File: config.mk
export PLATFORM = sky130hd
export DESIGN_NAME = edge_pattern_driver
export DESIGN_NICKNAME = d
export VERILOG_FILES = /design/src/rtl/edge_drv_pkg.sv /design/src/rtl/bit_fifo.sv /design/src/rtl/edge_pattern_driver.sv
export SDC_FILE = /design/constraint.sdc
export NUM_CORES = 1
export LEC_CHECK = 0
export ABC_CLOCK_PERIOD_IN_PS = 4840
export CORE_UTILIZATION = 58
export DETAILED_ROUTE_END_ITERATION = 8
export GPL_TIMING_DRIVEN = 0
export PLACE_DENSITY = 0.83
export RECOVER_POWER = 25
export SKIP_LAST_GASP = 1
export SLEW_MARGIN = 20
export SYNTH_ARGS = -nofsm -noshare
export SYNTH_HDL_FRONTEND = slang
export SYNTH_HIERARCHICAL = 1
export SYNTH_SLANG_ARGS = --single-unit
File: constraint.sdc
create_clock -name clk -period 4.84 [get_ports clk]
set_clock_uncertainty 0.1 [all_clocks]
set_input_delay 0.968 -clock clk [delete_from_list [all_inputs] [get_ports clk]]
set_output_delay 0.968 -clock clk [all_outputs]
set_load 0.05 [all_outputs]
File: src/rtl/edge_drv_pkg.sv
// Shared types and constants for the edge pattern driver.
package edge_drv_pkg;

  // Replay controller states.
  typedef enum logic [1:0] {
    IDLE  = 2'd0,
    RUN   = 2'd1,
    PAUSE = 2'd2
  } drv_state_t;

  localparam int DRV_DEFAULT_DEPTH = 8;

endpackage

File: src/rtl/bit_fifo.sv
// Single-bit sample FIFO with occupancy count; pointers wrap naturally.
// Pushes when full and pops when empty are ignored.
module bit_fifo #(
  parameter int DEPTH = 8
) (
  input  logic                     clk,
  input  logic                     rst_n,
  input  logic                     push,
  input  logic                     push_bit,
  input  logic                     pop,
  output logic                     head_bit,
  output logic                     full,
  output logic                     empty,
  output logic [$clog2(DEPTH):0]   level
);

  localparam int AW = $clog2(DEPTH);
  localparam int LW = AW + 1;

  logic [DEPTH-1:0] mem_q, mem_d;
  logic [AW-1:0]    wr_ptr_q, wr_ptr_d;
  logic [AW-1:0]    rd_ptr_q, rd_ptr_d;
  logic [LW-1:0]    level_q, level_d;
  logic             do_push, do_pop;

  assign full     = (level_q == LW'(DEPTH));
  assign empty    = (level_q == '0);
  assign level    = level_q;
  assign head_bit = mem_q[rd_ptr_q];
  assign do_push  = push && !full;
  assign do_pop   = pop && !empty;

  // Next-state for storage, pointers and occupancy.
  always_comb begin
    mem_d    = mem_q;
    wr_ptr_d = wr_ptr_q;
    rd_ptr_d = rd_ptr_q;
    level_d  = level_q;
    if (do_push) begin
      mem_d[wr_ptr_q] = push_bit;
      wr_ptr_d        = wr_ptr_q + AW'(1);
    end
    if (do_pop) begin
      rd_ptr_d = rd_ptr_q + AW'(1);
    end
    case ({do_push, do_pop})
      2'b10:   level_d = level_q + LW'(1);
      2'b01:   level_d = level_q - LW'(1);
      default: level_d = level_q;
    endcase
  end

  // FIFO state registers; reset discards all queued samples.
  always_ff @(posedge clk or negedge rst_n) begin
    if (!rst_n) begin
      mem_q    <= '0;
      wr_ptr_q <= '0;
      rd_ptr_q <= '0;
      level_q  <= '0;
    end else begin
      mem_q    <= mem_d;
      wr_ptr_q <= wr_ptr_d;
      rd_ptr_q <= rd_ptr_d;
      level_q  <= level_d;
    end
  end

endmodule

File: src/rtl/edge_pattern_driver.sv
// Replays queued single-bit samples onto a, one per clock, and reports
// sampled-edge flags plus a saturating rising-edge count.
//
// Input port handshake: a sample is taken on any posedge where
// in_valid && in_ready; in_ready depends only on occupancy (not on a
// same-cycle pop) and in_valid may be raised independently of in_ready.
module edge_pattern_driver
  import edge_drv_pkg::*;
#(
  parameter int DEPTH = DRV_DEFAULT_DEPTH,
  parameter int CNT_W = 16
) (
  input  logic                     clk,
  input  logic                     rst_n,
  input  logic                     in_valid,
  output logic                     in_ready,
  input  logic                     in_bit,
  input  logic                     start,
  input  logic                     pause,
  input  logic                     clear,
  output logic                     busy,
  output logic                     a,
  output logic                     rose,
  output logic                     fell,
  output logic                     stable,
  output logic [CNT_W-1:0]         rise_cnt,
  output logic [$clog2(DEPTH):0]   level,
  output drv_state_t               dbg_state
);

  drv_state_t       state_q, state_d;
  logic             a_q, a_d;
  logic             a_prev_q, a_prev_d;
  logic [CNT_W-1:0] cnt_q, cnt_d;
  logic             pop;
  logic             head_bit;
  logic             fifo_full;
  logic             fifo_empty;

  bit_fifo #(.DEPTH(DEPTH)) u_fifo (
    .clk      (clk),
    .rst_n    (rst_n),
    .push     (in_valid && in_ready),
    .push_bit (in_bit),
    .pop      (pop),
    .head_bit (head_bit),
    .full     (fifo_full),
    .empty    (fifo_empty),
    .level    (level)
  );

  assign in_ready  = !fifo_full;
  assign busy      = (state_q == RUN) || (state_q == PAUSE);
  assign a         = a_q;
  assign rose      = a_q & ~a_prev_q;
  assign fell      = ~a_q & a_prev_q;
  assign stable    = (a_q == a_prev_q);
  assign rise_cnt  = cnt_q;
  assign dbg_state = state_q;

  // Replay FSM: pause beats the empty check, which beats a pop.
  always_comb begin
    state_d  = state_q;
    a_d      = a_q;
    a_prev_d = a_q;
    pop      = 1'b0;
    case (state_q)
      IDLE: begin
        if (start && !fifo_empty) state_d = RUN;
      end
      RUN: begin
        if (pause) begin
          state_d = PAUSE;
        end else if (fifo_empty) begin
          state_d = IDLE;
        end else begin
          pop = 1'b1;
          a_d = head_bit;
        end
      end
      PAUSE: begin
        if (!pause) state_d = RUN;
      end
      default: state_d = IDLE;
    endcase
  end

  // Rising-edge counter: counts loads of 1 over 0, saturates, clear wins.
  always_comb begin
    cnt_d = cnt_q;
    if (clear) begin
      cnt_d = '0;
    end else if (pop && head_bit && !a_q && (cnt_q != '1)) begin
      cnt_d = cnt_q + CNT_W'(1);
    end
  end

  // State, waveform and counter registers.
  always_ff @(posedge clk or negedge rst_n) begin
    if (!rst_n) begin
      state_q  <= IDLE;
      a_q      <= 1'b0;
      a_prev_q <= 1'b0;
      cnt_q    <= '0;
    end else begin
      state_q  <= state_d;
      a_q      <= a_d;
      a_prev_q <= a_prev_d;
      cnt_q    <= cnt_d;
    end
  end

endmodule
[After elaboration in Yosys (flattened, before gate mapping)]
Cells that the tools add are included.
Widths: inputs -> output; s select.
Cells by class
  multiplexer cells: 16
  add/subtract/negate cells: 5
  equality and inequality tests: 10
  bitwise operators: 6
  reductions and logical operators: 18
  order comparisons: 3
Operators with widths (count)
  $mux 16: 2
  $add 16x1->16 const B: 1
  $ne 16x16->1 const B: 1
  $bwmux 8: 1
  $logic_and 1x1->1: 8
  $lt 3x4->1 const B: 2
  $mux 2: 4
  $pmux 4 s2: 1
  $add 3x1->3 const B: 2
  $pmux 2 s3: 1
  $reduce_and 3->1: 2
  $mux 1: 5
  $add 4x1->4 const B: 1
  $eq 2x1->1 const B: 2
  $eq 2x2->1 const B: 2
  $eq 4x4->1 const B: 1
  $logic_not 4->1: 1
  $ne 2x2->1 const B: 2
  $not 1->1: 4
  $reduce_bool 2->1: 2
  $sub 4x1->4 const B: 1
  $bmux 1 s3: 1
  $demux 1 s3: 1
  $ge 3x1->1 const B: 1
  other kinds (6): 9
Word-level totals
  word-level logic and storage cells: 66
  flip-flop bits (word level): 38
  output and inout port bits: 28
  input port bits: 7

[Depth between registers and ports, before layout]
Gate-level depths: netlist of run 1.
  word-level depth: 9
  gate-level depth with buffers: 10
  depth with buffers taken out: 10

[Modules after synthesis]
Netlist of run 1, hierarchy kept.
By module, submodules not included
  edge_pattern_driver: cells an instance 128, sequential area each 500.5 um^2, instances 1, area an instance 1229.9 um^2
  bit_fifo: cells an instance 88, sequential area each 450.4 um^2, instances 1, area an instance 1073.5 um^2

[Worst setup path after synthesis of run 1]
No wires, ideal clock.
  kind: reg-to-reg
  from: register u_fifo.level_q[0] (netlist: u_fifo/level[0])
  to: register u_fifo.level_q[3] (netlist: u_fifo/level[3])
  setup time: 0.134 ns
  data arrival time: 2.922 ns
  required time: 4.606 ns
  period minus slack after synthesis: 3.156 ns
  stages on the path, launching flop included: 11
  path buffers: 1
  path slack: 1.684 ns
  path through: dfrtp_1 -> buf_2 -> nor4_1 -> nor3b_4 -> o41ai_2 -> inv_1 -> ha_1 -> ha_1 -> or4b_1 -> o311ai_0 -> o211ai_1
Between the ends
  cells in the longest elaborated chain, start to end: 7
  elaborated cells between the ends (all ways): 16
  classes of those cells: 2 x add/sub; 3 x eq/ne; 4 x mux; 7 x reduce/logical
RTL lines
  start: declaration: RTL line bit_fifo.sv:23  | logic [LW-1:0] level_q, level_d;
  start signal: assignment: RTL line bit_fifo.sv:64  | level_q <= level_d;
  $logic_not 4->1 *: RTL line bit_fifo.sv:27  | assign empty = (level_q == '0);
  via fifo_empty: RTL line edge_pattern_driver.sv:38  | logic fifo_empty;
  $mux 1 *: RTL line edge_pattern_driver.sv:74  | end else if (fifo_empty) begin
  $mux 1 *: RTL line edge_pattern_driver.sv:72  | if (pause) begin
  $mux 1 *: RTL line edge_pattern_driver.sv:67  | case (state_q)
  via pop: RTL line edge_pattern_driver.sv:35  | logic pop;
  $logic_and 1x1->1 *: RTL line bit_fifo.sv:31  | assign do_pop = pop && !empty;
  via u_fifo.do_pop: RTL line bit_fifo.sv:24  | logic do_push, do_pop;
  $eq 2x1->1 / $eq 2x2->1 (equally long branches): RTL line bit_fifo.sv:46  | case ({do_push, do_pop})
  $pmux 4 s2 / $reduce_bool 2->1 (equally long branches)
The timed path passes the listed nets; every way through them passes the cells marked *.
A chain may end at the register's enable or synchronous reset.

[Final worst setup path of run 1]
  from: input port pause
  to: register u_fifo.level_q[3] (netlist: u_fifo/level[3])
Between the ends
  cells in the longest elaborated chain, start to end: 5
  elaborated cells between the ends (all ways): 7
  classes of those cells: 2 x eq/ne; 3 x mux; 2 x reduce/logical
RTL lines
  start: declaration: RTL line edge_pattern_driver.sv:19  | input logic pause,
  $mux 1 *: RTL line edge_pattern_driver.sv:72
  $mux 1 *: RTL line edge_pattern_driver.sv:67
  via pop: RTL line edge_pattern_driver.sv:35
  $logic_and 1x1->1 *: RTL line bit_fifo.sv:31
  via u_fifo.do_pop: RTL line bit_fifo.sv:24
  $eq 2x1->1 / $eq 2x2->1 (equally long branches): RTL line bit_fifo.sv:46
  $pmux 4 s2 / $reduce_bool 2->1 (equally long branches)
Marks and branches as above.

==> out/metrics.yaml, run 1 <==
outcome: "finished clean"
drtIter0Drc: 134
p_per_area_mw_per_mm2: 541
die-width_um: 65.0
fin_cells: 307
dp.cells: 299
vdd_drop_max_v: 0.000516
crit_fanout: 9
finalPower_mw: 1.51
required_ns: 4.92
cts_sinks: 38
wire_per_inst_um: 15.6
syn-cell-area_mm2: 0.00230
post-cts-setup-buffers: 0
rsz0062_at_grt: "false"
wirelength_mm: 4.77
fin_tns_setup_ns: 0
root_buffer: "clkbuf_8"
yosysUniqueCellTypes: 46
muxShareOfSynthArea_pct: 9.67
vias: 1872
track_usage_pct: 25.0
setup_slack_ns: 1.30
gp_congestion: 0.800
period_needed_ns: 3.54
hold_start: "u_fifo/mem_q[0]"
numCtsBuffers: 5
vias_per_cell: 6.10
io_buffers: 34
initial_core_util_pct: 61.5
routed-wl-met3_um: 176
syn_inst: 216
synth_fp_nets: 236
synth_xor_area_share_pct: 2.28
ys_seq_elements: 38
core_area_mm2: 0.00374
place_ws_ns: 1.00
sw_frac_of_total_pct: 44.0
p_int_mw: 0.846
min_to: "u_fifo/mem_q[0]"
worst_pin_slew_ns: 1.05
drive_gt1_share_pct: 12.7
clock_power_share_pct: 15.1
cts_hold_buf: 0
slew_headroom_pct: 30.3
postPlaceCellArea_mm2: 0.00273
clkTransAtPathRegs_ns: 0.07
r2r_slack_ns: 1.70
timing.final.crit_share_pct: 73.1
ys_warn_count: 6
max_clock_freq_mhz: 283
synth.avg_cell_area_um2: 10.7
insertion_delay_ns: 0.30
worstPathArrival_ns: 3.61
antenna_found_initial: 0
met1_length_mm: 2.23
area_growth_pct: 21.2
ctsHtreeMaxLevel: 2
hold_violations: 0
p_leak_nw: 1.11
cp-start-kind: "primary input"
antenna_cells: 0
top_layer_used: "met4"
synth-adder-area-share_pct: 7.39
ys_seq_area_share_pct: 41.3
cts_resized: 0
pwr-share-comb_pct: 51.5
synth_top_family_by_area: "simple AND/OR/NAND/NOR gates"
path_class: "primary input to register"
reg2reg_to: "u_fifo/level[3]"
r2r_start: "u_fifo/level[0]"
final_max_slew_viol_count: 0
firstDrtPassIters: 4
pin_count: 35
post-dp-hpwl_mm: 3.50
synth_simple_gate_area_share_pct: 23.2
cts_tree: "done"
grt_pass1_vias: 1715
cap_violations: 0
synth_compound_area_share_pct: 11.6
hold_class: "register to register"
postLayoutCellArea_mm2: 0.00279
seq_power_share_pct: 33.3
grt_overflow: 0
grt_start_max_net_pins: 21
cts_max_path_buffers: 2
min_path_cells: 1
fin_nets: 278
p_sw_mw: 0.665
worst_setup_path_end_kind: "register"
grt_pass1_wl_mm: 7.91
reg2reg_depth: 10
rows: 22
route.detailed.drc: 0
postRouteAntennaNets: 0
dr_wl_met2_mm: 2.26
dieArea_mm2: 0.00423
die_h_um: 65.0
setup_viol_count_final: 0
cells in the mapped netlist, drive strengths merged:
library cell,number,area [um2]
a21oi,12,60.1
clkbuf,3,11.3
or3,2,12.5
a21bo,1,10.0
ha,12,150
o21ai,6,30.0
a311oi,1,8.76
nor3,3,15.0
inv,14,52.6
nor3b,4,41.3
o31a,1,8.76
mux4,2,45.0
nand2b,3,18.8
nand2,15,58.8
or4b,2,20.0
xnor2,4,35.0
nand4,6,37.5
a221oi,1,8.76
nor4,6,37.5
buf,7,41.3
o41ai,4,42.6
fa,1,20.0
and3,2,12.5
and4,6,52.6
nor4b,5,83.8
nor2b,5,31.3
o21bai,1,7.51
mux2,14,158
dfrtp,38,951
o311ai,3,26.3
o31ai,6,45.0
xor2,2,17.5
a2111o,1,11.3
mux2i,2,20.0
nor2,5,18.8
o211ai,1,7.51
nand3,9,50.1
or4,6,45.0
critical path, stage by stage:
cell and delay, ns:
clkdlybuf4s50_1 0.48, nor3b_4 0.43, o41ai_2 0.19, inv_1 0.13
ha_1 0.32, ha_1 0.34, or4b_1 0.51, o311ai_0 0.11
o211ai_1 0.11
state kept, by name, indices dropped and copies added, names as in the netlist:
name,count
a_prev_q,1
a,1
rise_cnt,16
u_fifo/wr_ptr_q,3
u_fifo/rd_ptr_q,3
dbg_state,2
u_fifo/mem_q,8
u_fifo/level,4
cell families (layout without fill, tap and decap cells):
| kind of cell | Yosys count | count (layout) |
|---|---|---|
| buffers and inverters | 24 | 67 |
| multiplexers | 18 | 18 |
| XOR/XNOR | 6 | 6 |
| AND/OR/NAND/NOR | 79 | 79 |
| flip-flops | 38 | 38 |
| adder cells (fa/ha/maj) | 13 | 13 |
| AO/OA/AOI/OAI | 38 | 38 |
layer usage:
| metal | global-route usage [%] | vias up |
|---|---|---|
| met5 | 0 | - |
| met4 | 13.3 | 0 |
| met3 | 4.23 | 10 |
| met2 | 38.7 | 45 |
| met1 | 33.3 | 920 |
| li1 | - | 897 |
metrics by stage:
step	utilization [%]	hold slack (ns)
after global routing	74.6	0.412
after floorplan	-	0.352
after CTS	75.3	0.394
after global placement	72.2	0.366
final	74.6	0.393
after detailed placement	72.8	0.376
worst max-delay path by stage:
stage	from	cells after the start	endpoint	slack, ns
5_1_grt	pause	9	u_fifo/level[3]	1.07
3_3_place_gp	pause	9	u_fifo/level[3]	1.03
6_report	pause	9	u_fifo/level[3]	1.30
3_5_place_dp	pause	9	u_fifo/level[3]	1.00
4_1_cts	pause	9	u_fifo/level[3]	1.31
2_1_floorplan	u_fifo/level[0]	10	u_fifo/level[3]	1.68
area by class of cell:
cell class | instances | area (um2)
multi-input cells | 154 | 1250
flip-flops and latches | 38 | 951
fillers | 296 | 951
repair buffers | 35 | 338
clock buffers | 7 | 86.3
well taps | 48 | 60.1
plain buffers | 10 | 52.6
inverters | 14 | 52.6
clock inverters | 1 | 5.00
cell usage in the layout (no fill, tap or decap), types with 8 or more instances in the layout:
| cell | instances |
|---|---|
| dfrtp_1 | 38 |
| nand2_1 | 14 |
| clkdlybuf4s50_1 | 33 |
| mux2_1 | 8 |
| ha_1 | 12 |
| nand3_1 | 8 |
| a21oi_1 | 12 |
| inv_1 | 14 |
power groups by stage:
stage | clock, mW | sequential (mW) | combinational [mW]
floorplan | 0 | 0.588 | 0.494
global placement | 0 | 0.504 | 0.753
detailed placement | 0 | 0.511 | 0.779
CTS | 0.231 | 0.505 | 0.783
global route | 0.244 | 0.519 | 0.838
finish | 0.228 | 0.504 | 0.779
Note: power is estimated with default switching activity, not from simulation.
==> run 2, diff against run 1 <==
ABC_CLOCK_PERIOD_IN_PS = 3440   (was 4840)
CORE_UTILIZATION = 54   (was 58)
PLACE_DENSITY = 0.78   (was 0.83)
clock period = 3.44 ns   (was 4.84 ns; I/O delays follow)
==> run 2 against run 1 <==
Against the previous run:
- die area grew 7.2%
- hold slack lost 0.17 ns
- critical path depth is 1 higher
- via count shrank 2.2%
- flip-flop and latch count unchanged
- critical path type is now register to register
- worst setup slack got worse by 0.98 ns
- the run now ends with capacitance limit, slew limit left
- global-route usage decreased by 2.2 points
- wire length down 5.7%
- final area rose by 0.36%
==> out/metrics.yaml, run 2 (same netlist as run 1, synthesis figures left out) <==
outcome: "complete, but fails checks"  # was finished clean
violations: "capacitance limit, slew limit"
final_common_cell: "dfrtp_1"  # unchanged
route.detailed.drc: 0  # unchanged
cap_violations: 1  # was 0
max_clock_freq_mhz: 321
die_h_um: 67.3  # was 65.0 um
cts_sinks: 38  # unchanged
fin_cells: 310  # was 307
postPlaceCellArea_mm2: 0.00272  # was 0.00273 mm2
fin_nets: 279  # was 278
p_per_area_mw_per_mm2: 752  # was 541 mW/mm2
rows: 23  # was 22
slew_headroom_pct: -2.02  # was 30.3%
period_needed_ns: 3.11
path_cells: "buf_2 > nor4_1 > nor3b_4 > o41ai_2 > inv_1 > ha_1 > ha_1 > or4b_1 > o311ai_0 > o211ai_1"  # was clkdlybuf4s50_1 > nor3b_4 > o41ai_2 > inv_1 > ha_1 > ha_1 > or4b_1 > o311ai_0 > o211ai_1
grt_pass1_vias: 1726  # was 1715
antenna_found_initial: 0  # unchanged
cts_hold_buf: 0  # unchanged
io_buffers: 34  # unchanged
firstDrtPassIters: 4  # unchanged
grt_start_max_net_pins: 31  # was 21
die-width_um: 67.3  # was 65.0 um
worstPathArrival_ns: 3.17  # was 3.61 ns
largest_register_ffs: 16  # unchanged
dieArea_mm2: 0.00453  # was 0.00423 mm2
drive_gt1_share_pct: 13.1  # was 12.7%
area_growth_pct: 21.7  # was 21.2%
setup_slack_ns: 0.327  # was 1.30 ns
finalPower_mw: 2.11  # was 1.51 mW
path_class: "register to register"  # was primary input to register
slowest_stage: "nor4_1"  # was or4b_1
worst_setup_path_end_kind: "register"  # unchanged
gp_congestion: 0.734  # was 0.800
postLayoutCellArea_mm2: 0.00280  # was 0.00279 mm2
crit_top_cell: "ha_1"  # unchanged
ctsHtreeMaxLevel: 2  # unchanged
postRouteAntennaNets: 0  # unchanged
p_leak_nw: 1.12  # was 1.11 nW
insertion_delay_ns: 0.29  # was 0.30 ns
dp.cells: 301  # was 299
rsz0062_at_grt: "false"  # unchanged
track_usage_pct: 22.7  # was 25.0%
antenna_cells: 0  # unchanged
grt_pass1_wl_mm: 7.69  # was 7.91 mm
cts_resized: 0  # unchanged
final_max_slew_viol_count: 31  # was 0
grt_overflow: 0  # unchanged
fin_hold_ws_ns: 0.224  # was 0.393 ns
post-route-util_pct: 69.1  # was 74.6%
final_cell_mix: "dfrtp_1 (38), clkdlybuf4s50_1 (33), inv_1 (14), nand2_1 (14)"  # unchanged
hold_class: "primary input to async pin"  # was register to register
cts_max_path_buffers: 2  # unchanged
drtIter0Drc: 134  # unchanged
vdd_drop_max_v: 0.000712  # was 0.000516 V
numCtsBuffers: 5  # unchanged
root_buffer: "clkbuf_8"  # unchanged
vias_per_cell: 5.90  # was 6.10
wire_per_inst_um: 14.5  # was 15.6 um
core_area_mm2: 0.00406  # was 0.00374 mm2
required_ns: 3.50  # was 4.92 ns
cts_tree: "done"  # unchanged
place_ws_ns: -0.124  # was 1.00 ns
max_stage_delay_ns: 0.55  # was 0.51 ns
vias: 1830  # was 1872
initial_core_util_pct: 56.8  # was 61.5%
fin_tns_setup_ns: 0  # unchanged
hold_violations: 0  # unchanged
cp-start-kind: "register"  # was primary input
setup_viol_count_final: 0  # unchanged
clkTransAtPathRegs_ns: 0.07  # about the same
pin_count: 35  # unchanged
worst_pin_slew_ns: 1.53  # was 1.05 ns
post-dp-hpwl_mm: 3.31  # was 3.50 mm
crit_fanout: 9  # unchanged
timing.final.crit_share_pct: 90.5
wirelength_mm: 4.50  # was 4.77 mm
## run 2: what timing repair did
item / 4_1_cts / 5_1_grt
hold endpoints to repair: 0 / 0
setup endpoints to repair: 0 / 1
setup buffers: 0 / 1
## run 2: metal layers
| layer | GRT usage (%) | up-vias | part of all wire [%] |
|---|---|---|---|
| li1 | - | 897 | - |
| met1 | 28.3 | 903 | 47 |
| met2 | 38.6 | 25 | 49 |
| met3 | 3.55 | 5 | 2.8 |
| met4 | 10.4 | 0 | 1.1 |
| met5 | 0 | - | 0 |
## run 2: path summary, 6_finish.rpt
check / start / endpoint / slack [ns] / cells past startpoint
min in group clk: a / a_prev_q / 0.37 / 0
max reg2reg: u_fifo/level[0] / u_fifo/level[3] / 0.33 / 10
max: u_fifo/level[0] / u_fifo/level[3] / 0.33 / 10
min: rst_n / rise_cnt[15] / 0.22 / 1
min reg2reg: a / a_prev_q / 0.37 / 0
max in group asynchronous: rst_n / u_fifo/rd_ptr_q[2] / 1.24 / 2
## run 2: cell type report
type | instances | area [um2]
Sequential cell | 38 | 951
Fill cell | 328 | 1250
Tap cell | 50 | 62.6
Clock buffer | 7 | 86.3
Multi-Input combinational cell | 154 | 1250
Clock inverter | 1 | 5.00
Buffer | 10 | 52.6
Timing Repair Buffer | 36 | 345
Inverter | 14 | 52.6
## run 2: power breakdown
part	total (mW)	internal [mW]	switching, mW
combinational	1.08	0.449	0.636
clock	0.315	0.162	0.153
sequential	0.706	0.581	0.125
## run 2: critical path: cells and delay by family, from the launching register on
kind,cells,cell delay [ns]
AOI/OAI and AO/OA,3,0.34
and+or+nand+nor,3,1.18
adders and majority gates,2,0.68
DFF,1,0.38
buffers and inverters,2,0.31
==> patch: new RTL, settings of run 1 <==
Put a register stage on the output `level`, with the module's reset. The value now appears one clock later. The other outputs are not delayed to match.
--- a/src/rtl/edge_pattern_driver.sv
+++ b/src/rtl/edge_pattern_driver.sv
@@ -29,4 +29,6 @@
 );
 
+  logic [$clog2(DEPTH):0] level_c;
+
   drv_state_t       state_q, state_d;
   logic             a_q, a_d;
@@ -47,5 +49,5 @@
     .full     (fifo_full),
     .empty    (fifo_empty),
-    .level    (level)
+    .level    (level_c)
   );
 
@@ -111,3 +113,11 @@
   end
 
+  always_ff @(posedge clk or negedge rst_n) begin
+    if (!rst_n) begin
+      level <= '0;
+    end else begin
+      level <= level_c;
+    end
+  end
+
 endmodule
Function: changed (Yosys sat finds a counterexample within 4 cycles, from zero or initial values and one cycle with rst_n low).
==> patch against run 1 <==
The flow now finishes with violations (capacitance limit, slew limit); non-clock buffer count fell by 1; design area increased by 2.6%; wire length shrank 0.94%; power grew 3.4%; sequential cell count rose by 4; first-iteration DRC count increased by 4.5%; count of clock-buffer cells in the layout is the same; synthesized area increased by 3.6%; global-route usage is 0.45 points higher; setup slack got worse by 0.16 ns; sequential share of layout area rose by 2.6 points.
==> patch: results (changes against run 1) <==
status = complete, but fails checks
failing checks = capacitance limit, slew limit
met3 Track Usage GR = 0.0672 (+0.0250)
max-cap viol count = 1 (+1)
Placer Congestion = 0.769 (-3.8%)
max-slew violation count = 33 (+33)
final wirelength = 4.73 mm (-0.94%)
met2 usage = 0.402 (+0.0151)
top cells by area, synth = dfrtp_1 44%, ha_1 6.3%, mux2_1 3.8%, mux2_2 3.3%, nand2_1 2.5%
GR Layer Usage met1 = 0.345 (+0.0119)
post-synthesis sequential area ratio = 0.440 (+0.0274)
R2R Setup Slk = 1.64 ns (-0.06 ns)
Post-DP Area = 2790 sq um (+2.4%)
fillers = 270 (-8.8%)
Commonest cells post-synth = 42 x dfrtp_1, 16 x nand2_1, 13 x inv_1
Max Freq = 0.271 GHz (-4.2%)
WL/cell = 15.5 um (-0.62%)
WP data arrival = 3.76 ns (+0.15 ns)
via-per-instance ratio = 5.93 (-2.8%)
hold path endpoint = level[0]
drt first-iter violations = 140 (+4.5%)
Hold WS = 0.276 ns (-0.117 ns)
Leakage = 0.00117 uW (+4.9%)
Worst IR Drop VDD = 0.430 mV (-17%)
Hold Crit Start = u_fifo/level[0]
largest net degree at the start of global routing = 33 (+57%)
RR Startpoint = dbg_state[1]
Synth cell types = 47 (+2.2%)
Worst Reg-to-Reg Cells = 11 (+1)
Worst Tran Pin Value = 1.74 ns (+0.695 ns)
Resize count post-CTS = 0 (unchanged)
placed insts = 298 (-0.33%)
WHS Path Cells = 0 (-1)
DPL Wire Length = 3.46 mm (-1.2%)
vias in the first global route = 1785 (+4.1%)
## patch: power breakdown
group	switching [uW]	internal, uW
registers	95.5	463
clock network	116	115
logic	453	320
## patch: cells by family (layout without fill, tap and decap cells)
logic type               after synthesis  count (layout)  synth area share
AND/OR/NAND/NOR                       78              78             0.207
flip-flops                            42              42             0.440
AO/OA/AOI/OAI                         33              33             0.100
buffers and inverters                 23              65            0.0529
multiplexers                          21              21             0.106
adder cells (fa/ha/maj)               13              13            0.0713
XOR/XNOR                               6               6            0.0220
## patch: layout make-up
type,count,area [sq um],share of cell area
Tap cell,48,60.1,0.0210
Sequential cell,42,1050,0.367
Inverter,13,48.8,0.0170
Clock inverter,1,5.00,0.00175
Multi-Input combinational cell,151,1210,0.422
Timing Repair Buffer,34,328,0.114
Clock buffer,7,86.3,0.0301
Buffer,10,77.6,0.0271
## patch: per-layer routing
metal	wire (um)	up-vias
li1	-	884
met1	2240	890
met2	2280	38
met3	180	2
met4	27	0
met5	0	-
